File: config.mk
export PLATFORM = sky130hd
export DESIGN_NAME = instr_fetch_flat
export DESIGN_NICKNAME = d
export VERILOG_FILES = /design/src/rtl/instr_fetch_if.sv /design/src/rtl/instr_fetch.sv /design/src/flat_wrapper.sv
export SDC_FILE = /design/constraint.sdc
export NUM_CORES = 1
export LEC_CHECK = 0
export CAP_MARGIN = 20
export CORE_ASPECT_RATIO = 1.2
export CORE_MARGIN = 5
export CORE_UTILIZATION = 43
export DETAILED_ROUTE_END_ITERATION = 12
export GPL_TIMING_DRIVEN = 0
export PLACE_DENSITY = 0.69
export SYNTH_ARGS = -nofsm -noshare
export SYNTH_HDL_FRONTEND = slang
export SYNTH_SLANG_ARGS = --single-unit
File: constraint.sdc
create_clock -name clk -period 2.7 [get_ports clk]
set_clock_uncertainty 0.2 [all_clocks]
set_input_delay 0.405 -clock clk [delete_from_list [all_inputs] [get_ports clk]]
set_output_delay 0.405 -clock clk [all_outputs]
set_load 0.01 [all_outputs]
File: src/rtl/instr_fetch_if.sv
// instr_fetch_if: ROM read port, redirect input and decode handshake of the fetch unit.
interface instr_fetch_if;
    logic        imem_en;
    logic [31:0] imem_addr;
    logic [31:0] imem_data;
    logic        redirect_valid;
    logic [31:0] redirect_pc;
    logic        inst_valid;
    logic        inst_ready;
    logic [31:0] inst;
    logic [31:0] inst_pc;
    logic        fault;
    modport master (
        output imem_en, imem_addr, inst_valid, inst, inst_pc, fault,
        input  imem_data, redirect_valid, redirect_pc, inst_ready
    );
    modport slave (
        input  imem_en, imem_addr, inst_valid, inst, inst_pc, fault,
        output imem_data, redirect_valid, redirect_pc, inst_ready
    );
endinterface

File: src/rtl/instr_fetch.sv
// instr_fetch: owns the PC, issues ROM reads and queues returned words for decode.
module instr_fetch #(
    parameter logic [31:0] RESET_PC   = 32'h0000_0000,
    parameter int          IMEM_BYTES = 1024,
    parameter int          QDEPTH     = 2
) (
    input logic           clk,
    input logic           reset_n,
    instr_fetch_if.master bus
);
    localparam int          PW   = $clog2(QDEPTH);
    localparam int          CW   = PW + 1;
    localparam logic [31:0] LAST = 32'(IMEM_BYTES - 4);

    typedef enum logic [1:0] {IDLE, RUN, FAULT} state_e;

    state_e        state_q, state_d;
    logic [31:0]   pc_q, pc_d, tag_q;
    logic          inflight_q;
    logic [CW-1:0] count_q, count_d, count_left;
    logic [PW-1:0] rptr_q, rptr_d, wptr_q, wptr_d;
    logic [63:0]   mem_q [QDEPTH];
    logic [63:0]   head_q, head_d, push_word;
    logic          issue, push, pop;

    function automatic logic legal(input logic [31:0] a);
        return a[1:0] == 2'b00 && a <= LAST;
    endfunction

    // A redirect kills the in-flight response simply by refusing its push.
    always_comb begin
        issue      = state_q == RUN && legal(pc_q) && !bus.redirect_valid &&
                     32'(count_q) + 32'(inflight_q) < 32'(QDEPTH);
        push       = inflight_q && !bus.redirect_valid;
        pop        = count_q != '0 && bus.inst_ready;
        push_word  = {tag_q, bus.imem_data};
        state_d    = bus.redirect_valid ? (legal(bus.redirect_pc) ? RUN : FAULT) :
                     state_q == IDLE ? (legal(pc_q) ? RUN : FAULT) :
                     (state_q == RUN && !legal(pc_q)) ? FAULT : state_q;
        pc_d       = bus.redirect_valid ? bus.redirect_pc : issue ? pc_q + 32'd4 : pc_q;
        count_left = count_q - CW'(pop);
        rptr_d     = bus.redirect_valid ? wptr_q : rptr_q + PW'(pop);
        wptr_d     = bus.redirect_valid ? wptr_q : wptr_q + PW'(push);
        count_d    = bus.redirect_valid ? '0 : count_left + CW'(push);
        head_d     = count_d == '0 ? head_q : count_left == '0 ? push_word : mem_q[rptr_d];
    end

    always_ff @(posedge clk or negedge reset_n) begin
        if (!reset_n) begin
            state_q    <= IDLE;
            pc_q       <= RESET_PC;
            tag_q      <= '0;
            inflight_q <= 1'b0;
            count_q    <= '0;
            rptr_q     <= '0;
            wptr_q     <= '0;
            head_q     <= '0;
        end else begin
            state_q    <= state_d;
            pc_q       <= pc_d;
            tag_q      <= issue ? pc_q : tag_q;
            inflight_q <= issue;
            count_q    <= count_d;
            rptr_q     <= rptr_d;
            wptr_q     <= wptr_d;
            head_q     <= head_d;
        end
    end

    always_ff @(posedge clk)
        if (push) mem_q[wptr_q] <= push_word;

    assign bus.imem_en    = issue;
    assign bus.imem_addr  = pc_q;
    assign bus.inst_valid = count_q != '0;
    assign bus.inst       = head_q[31:0];
    assign bus.inst_pc    = head_q[63:32];
    assign bus.fault      = state_q == FAULT;
endmodule

File: src/flat_wrapper.sv
// flat-port wrapper written by rule: the top's interface ports become plain ports
module instr_fetch_flat 
#(
    parameter logic [31:0] RESET_PC   = 32'h0000_0000,
    parameter int          IMEM_BYTES = 1024,
    parameter int          QDEPTH     = 2
)
  (clk, reset_n, bus_imem_en, bus_imem_addr, bus_inst_valid, bus_inst, bus_inst_pc, bus_fault, bus_imem_data, bus_redirect_valid, bus_redirect_pc, bus_inst_ready);
  instr_fetch_if bus_i ();
  input logic clk;
  input logic reset_n;
  output wire logic [$bits(bus_i.imem_en)-1:0] bus_imem_en;
  output wire logic [$bits(bus_i.imem_addr)-1:0] bus_imem_addr;
  output wire logic [$bits(bus_i.inst_valid)-1:0] bus_inst_valid;
  output wire logic [$bits(bus_i.inst)-1:0] bus_inst;
  output wire logic [$bits(bus_i.inst_pc)-1:0] bus_inst_pc;
  output wire logic [$bits(bus_i.fault)-1:0] bus_fault;
  input wire logic [$bits(bus_i.imem_data)-1:0] bus_imem_data;
  input wire logic [$bits(bus_i.redirect_valid)-1:0] bus_redirect_valid;
  input wire logic [$bits(bus_i.redirect_pc)-1:0] bus_redirect_pc;
  input wire logic [$bits(bus_i.inst_ready)-1:0] bus_inst_ready;
  assign bus_imem_en = bus_i.imem_en;
  assign bus_imem_addr = bus_i.imem_addr;
  assign bus_inst_valid = bus_i.inst_valid;
  assign bus_inst = bus_i.inst;
  assign bus_inst_pc = bus_i.inst_pc;
  assign bus_fault = bus_i.fault;
  assign bus_i.imem_data = bus_imem_data;
  assign bus_i.redirect_valid = bus_redirect_valid;
  assign bus_i.redirect_pc = bus_redirect_pc;
  assign bus_i.inst_ready = bus_inst_ready;
  instr_fetch #(.RESET_PC(RESET_PC), .IMEM_BYTES(IMEM_BYTES), .QDEPTH(QDEPTH)) u_core (.clk(clk), .reset_n(reset_n), .bus(bus_i));
endmodule
==> Yosys cells after proc, flatten, opt, wreduce, memory -nomap -nowiden <==
Memory sizes are Yosys's and may differ from the RTL's.
Cells that the tools add are included.
{ "op_classes": {"n_reduce_logical": 18, "n_addsub": 6, "n_mux": 12, "eq_ne": 2, "n_lt_le_gt_ge": 3} }
{ "ops": {"columns": ["op", "count"], "rows": [
  ["32-bit by 10-bit less-or-equal comparator with 1-bit output (second input constant)", 2],
  ["32-bit 2-to-1 mux", 2],
  ["64-bit 2-to-1 mux", 1],
  ["32-bit by 3-bit adder with 32-bit output (second input constant)", 1],
  ["32-bit by 2-bit less-than comparator with 1-bit output (second input constant)", 1],
  ["2-bit 2-to-1 mux", 6],
  ["2-bit zero test", 5],
  ["1-bit logical AND", 8],
  ["2-bit nonzero test", 2],
  ["2-bit by 1-bit adder with 3-bit output", 1],
  ["1-bit 2-to-1 mux", 3],
  ["3-bit nonzero test", 1],
  ["1-bit adder", 2],
  ["2-bit by 1-bit adder with 2-bit output", 1],
  ["2-bit by 1-bit == test with 1-bit output (second input constant)", 1],
  ["2-bit == test (second input constant)", 1],
  ["1-bit zero test", 2],
  ["2-bit by 1-bit subtractor with 2-bit output", 1]
]} }
{ "word_totals": {"inputBits": 68, "mem_count": 1, "mem_bits_rw": 128, "reg_bits": 135, "output_inout_bits": 99} }
{ "memory_table": {"columns": ["name", "words", "word_bits", "rd", "rd_ports_with_merged_regs", "wr", "line", "rtl"], "rows": [
  ["u_core.mem_q", 2, 64, 1, 0, 1, "instr_fetch.sv:22", "logic [63:0] mem_q [QDEPTH];"]
]} }

==> Longest topological paths before layout <==
{ "logic_depth": {"ltp_word": 7, "ltp_mapped": 11, "ltp_nobuf": 9} }

==> Worst setup path before layout <==
No wires, ideal clock.
{ "synth_path": {"path_kind": "input port to flip-flop", "startpoint": "input bus_redirect_valid", "endpoint": "memory u_core.mem_q[0][0] (enable)", "t_arrival_ns": 2.564, "cell_stages": 4, "setup_ns": 0.429, "slack_ns": -0.493, "cell_sequence": "buf_2 buf_1 nor2b_1 ha_1"} }
{ "synth_between": {"elab_chain_len": 4} }
{ "synth_lines": {"columns": ["item", "line", "rtl"], "rows": [
  ["start, declared", "flat_wrapper.sv:19", "input wire logic [$bits(bus_i.redirect_valid)-1:0] bus_redirect_valid;"],
  ["1-bit zero test", "instr_fetch.sv:34", "push = inflight_q && !bus.redirect_valid;"],
  ["1-bit logical AND", "instr_fetch.sv:34", null],
  ["1-bit 2-to-1 mux", "instr_fetch.sv:71", "if (push) mem_q[wptr_q] <= push_word;"],
  ["1-bit 2-to-1 mux (not written as such)", "instr_fetch.sv:71", null],
  ["end, declared", "instr_fetch.sv:22", null]
]} }
No other way between the ends.

==> Worst setup path after layout <==
{ "layout_path": {"startpoint": "register u_core.pc_q[15] (netlist: u_core.bus.imem_addr[15])", "endpoint": "output bus_imem_en"} }
{ "layout_between": {"elab_chain_len": 5} }
{ "layout_lines": {"columns": ["item", "line", "rtl"], "rows": [
  ["start, declared", "instr_fetch.sv:18", "logic [31:0] pc_q, pc_d, tag_q;"],
  ["start signal, assigned", "instr_fetch.sv:60", "pc_q <= pc_d;"],
  ["32-bit by 10-bit less-or-equal comparator with 1-bit output", "instr_fetch.sv:27", "return a[1:0] == 2'b00 && a <= LAST;"],
  ["1-bit logical AND", "instr_fetch.sv:27", null],
  ["1-bit logical AND (3 in series)", "instr_fetch.sv:32", "issue = state_q == RUN && legal(pc_q) && !bus.redirect_valid &&"],
  ["end, declared", "flat_wrapper.sv:12", "output wire logic [$bits(bus_i.imem_en)-1:0] bus_imem_en;"]
]} }
No other way between the ends.

==> impl_metrics.py <==
metrics = {
    "timing": {
        "hold_violations": 0,
        "period_needed_ns": 2.61,
        "maxSlewViolCount": 0,
        "setup_viol": 0,
        "setup_ws_ns": 0.0949,
        "grt_setup_unrepaired": "true",
        "worstMarginPinSlew_ns": 0.622,
        "fmax_mhz": 384,
        "maxSlewHeadroom_pct": 58.5,
        "period_share_pct": 96.5,
        "hold-worst-slack_ns": 0.221,
    },
    "clock_tree": {
        "root_buffer": "clkbuf_16",
        "htreeDepth": 1,
        "tritoncts": "yes",
        "clkTransAtPathRegs_ns": 0.06,
        "cts.sinks": 263,
        "cts_buffer_depth": 3,
        "clkLatencyLatePin_ns": 0.52,
        "cts-buffers-inserted": 27,
    },
    "worst_setup_path": {
        "r2r-start": "u_core.count_q[1]",
        "cpPeakStageDelay_ns": 0.41,
        "startpoint": "u_core.bus.imem_addr[15]",
        "worst-path-max-fanout": 3,
        "cp-endpoint": "bus_imem_en",
        "crit_chain": "nor4_4, nand4_4, or3_4, inv_2, buf_6",
        "slowest_stage": "dfrtp_1",
        "startpoint_type": "flip-flop",
        "end_kind": "primary output",
        "reg2reg_to": "u_core.head_q[52]",
        "cp.required_ns": 2.10,
        "path_class": "reg2out",
        "reg2regPathDepth": 7,
        "arrival_ns": 2.00,
        "ff2ff_setup_slack_ns": 0.10,
    },
    "routing": {
        "firstDrtPassIters": 4,
        "vias": 7243,
        "drc_errors": 0,
        "via_per_inst": 5.42,
        "routed_wirelength_mm": 25.2,
        "routedWlPerCell_um": 18.8,
        "antenna_left": 0,
        "drt_iter0_drc": 336,
    },
    "grt": {
        "overflow": 0,
        "gr-usage-all-layers_pct": 18.0,
        "grt_max_degree": 82,
        "antenna_found_initial": 0,
        "grt_pass1_vias": 7646,
        "grt_pass1_wl_mm": 41.1,
    },
    "synthesis": {
        "synth_nets": 864,
        "syn_inst": 791,
        "synth_flop_cell": "dfrtp_1",
        "synth_top_area_cell": "edfxtp_1",
        "synth_area_um2": 10500,
        "synth-warning-count": 0,
        "ys_async_sr_fraction_pct": 51.3,
        "yosysUniqueCellTypes": 39,
        "synth_seq_cells": 263,
        "syn_area_per_cell_um2": 13.3,
        "yosys.area.top_type_share_pct": 36.5,
        "synthTopCellsByArea": "edfxtp_1 36%, dfrtp_1 32%, a221oi_1 5.3%",
        "ys_top_cells_by_count": "135 x dfrtp_1, 128 x edfxtp_1, 75 x nand2_1",
        "yosysSeqAreaShare_pct": 68.5,
        "yosysMostFrequentCell": "dfrtp_1",
        "synth_edf_count": 128,
    },
    "placement": {
        "dp_hpwl_mm": 16.8,
        "post-place-ws_ns": -1.27,
        "io_buffers": 166,
        "gp_congestion": 0.731,
        "dp.cells": 1280,
    },
    "final_layout": {
        "final_core_util_pct": 57.8,
        "layout.cells.non_filler": 1337,
        "layout-drive-gt1-share_pct": 15.4,
        "area_growth_pct": 32.0,
        "antennaDiodeCount": 0,
        "nNetsFinal": 1070,
    },
    "flow_run": {
        "drv_cap": 0,
    },
    "floorplan": {
        "ios": 167,
        "core-area_um2": 24000,
        "fp.dieArea_um2": 27800,
        "die_w_um": 153,
        "die_h_um": 181,
        "core.rowCount": 62,
        "start_util_pct": 43.8,
    },
    "power_and_ir_drop": {
        "p_leak_uw": 0.00547,
        "ir_worst_vdd_v": 0.000514,
        "power_density_nw_per_um2": 857,
    },
    "run_status": {
        "status": "finished, final reports clean",
    },
    "worst_hold_path": {
        "hold_path.class": "in2async",
    },
}
final cells by class:
cell class              count  area, um^2
plain buffers              55         299
clock buffers              39         781
clock inverters            10         125
fillers                  1973       10100
inverters                  11        41.3
multi-input cells         460        3210
flip-flops and latches    263        7220
well taps                 320         400
repair buffers            179        1820
metrics by stage:
step           cell area, um^2  total power (uW)  TNS (ns)
4_1_cts                  13800             11900         0
3_5_place_dp             12700              8080   -126.41
6_report                 13900             11900         0
5_1_grt                  13900             12600   -0.0434
3_3_place_gp             12600              8040  -1002.94
2_1_floorplan            10500              6530    -63.10
where the power goes:
part	switching [uW]	internal [uW]
registers	254	4590
logic	1820	1500
clock network	1470	2280
layer usage:
metal	up-vias	wire, um	global-route usage, %
met5	-	0	0
li1	3350	-	-
met1	3630	10400	23.5
met2	230	12500	30.6
met3	33	1870	4.36
met4	0	436	4.24
cell usage in the layout (no fill, tap or decap), drive strengths merged, types with 5 or more instances in the layout:
| cell type | instances |
|---|---|
| nand2 | 75 |
| nor4 | 16 |
| inv | 11 |
| nor2b | 26 |
| ha | 5 |
| nor2 | 69 |
| o31ai | 65 |
| buf | 44 |
| clkbuf | 64 |
| dfrtp | 135 |
| clkinv | 7 |
| a221oi | 64 |
| o21ai | 6 |
| mux2 | 33 |
| and2 | 66 |
| edfxtp | 128 |
| clkdlybuf4s50 | 164 |
critical path: cells and delay by family (launching register included):
family	cells	cell delay, ns
buffers and inverters	2	0.17
and+or+nand+nor	3	0.91
DFF	1	0.41
state kept, by name, indices dropped and copies added, names as in the netlist:
name and count:
u_core.inflight_q 1, u_core.tag_q 32, u_core.rptr_q 1, u_core.bus.imem_addr 32
u_core.mem_q 128, u_core.state_q 2, u_core.count_q 2, u_core.head_q 64
u_core.wptr_q 1
kinds of logic (layout without fill, tap and decap cells):
| kind of cell | count (synthesis) | after routing | synth area share [%] |
|---|---|---|---|
| AND/OR/NAND/NOR | 267 | 267 | 12.8 |
| flip-flops | 263 | 263 | 68.5 |
| AO/OA/AOI/OAI | 148 | 148 | 11.2 |
| buffers and inverters | 68 | 294 | 2.70 |
| multiplexers | 36 | 36 | 3.81 |
| adder cells (fa/ha/maj) | 5 | 5 | 0.594 |
| XOR/XNOR | 4 | 4 | 0.333 |
worst min path at each step:
stage,start,end,slack [ns],depth (start not counted)
floorplan,reset_n,u_core.bus.imem_addr[0],-0.09,0
global placement,u_core.head_q[8],u_core.head_q[8],0.26,2
detailed placement,reset_n,u_core.head_q[11],0.21,1
CTS,reset_n,u_core.head_q[11],0.23,2
global route,reset_n,u_core.head_q[11],0.28,2
finish,reset_n,u_core.head_q[11],0.22,2
what timing repair did:
item                                    CTS  global route
pin swaps                                 4             5
endpoints found under the setup margin   65            65
hold buffers                              1             0
cloned                                    0             0
resized for setup                        37            51
endpoints found under the hold margin    54             0
buffers inserted                          5             4
No activity file was read; power rests on OpenSTA's default activity.
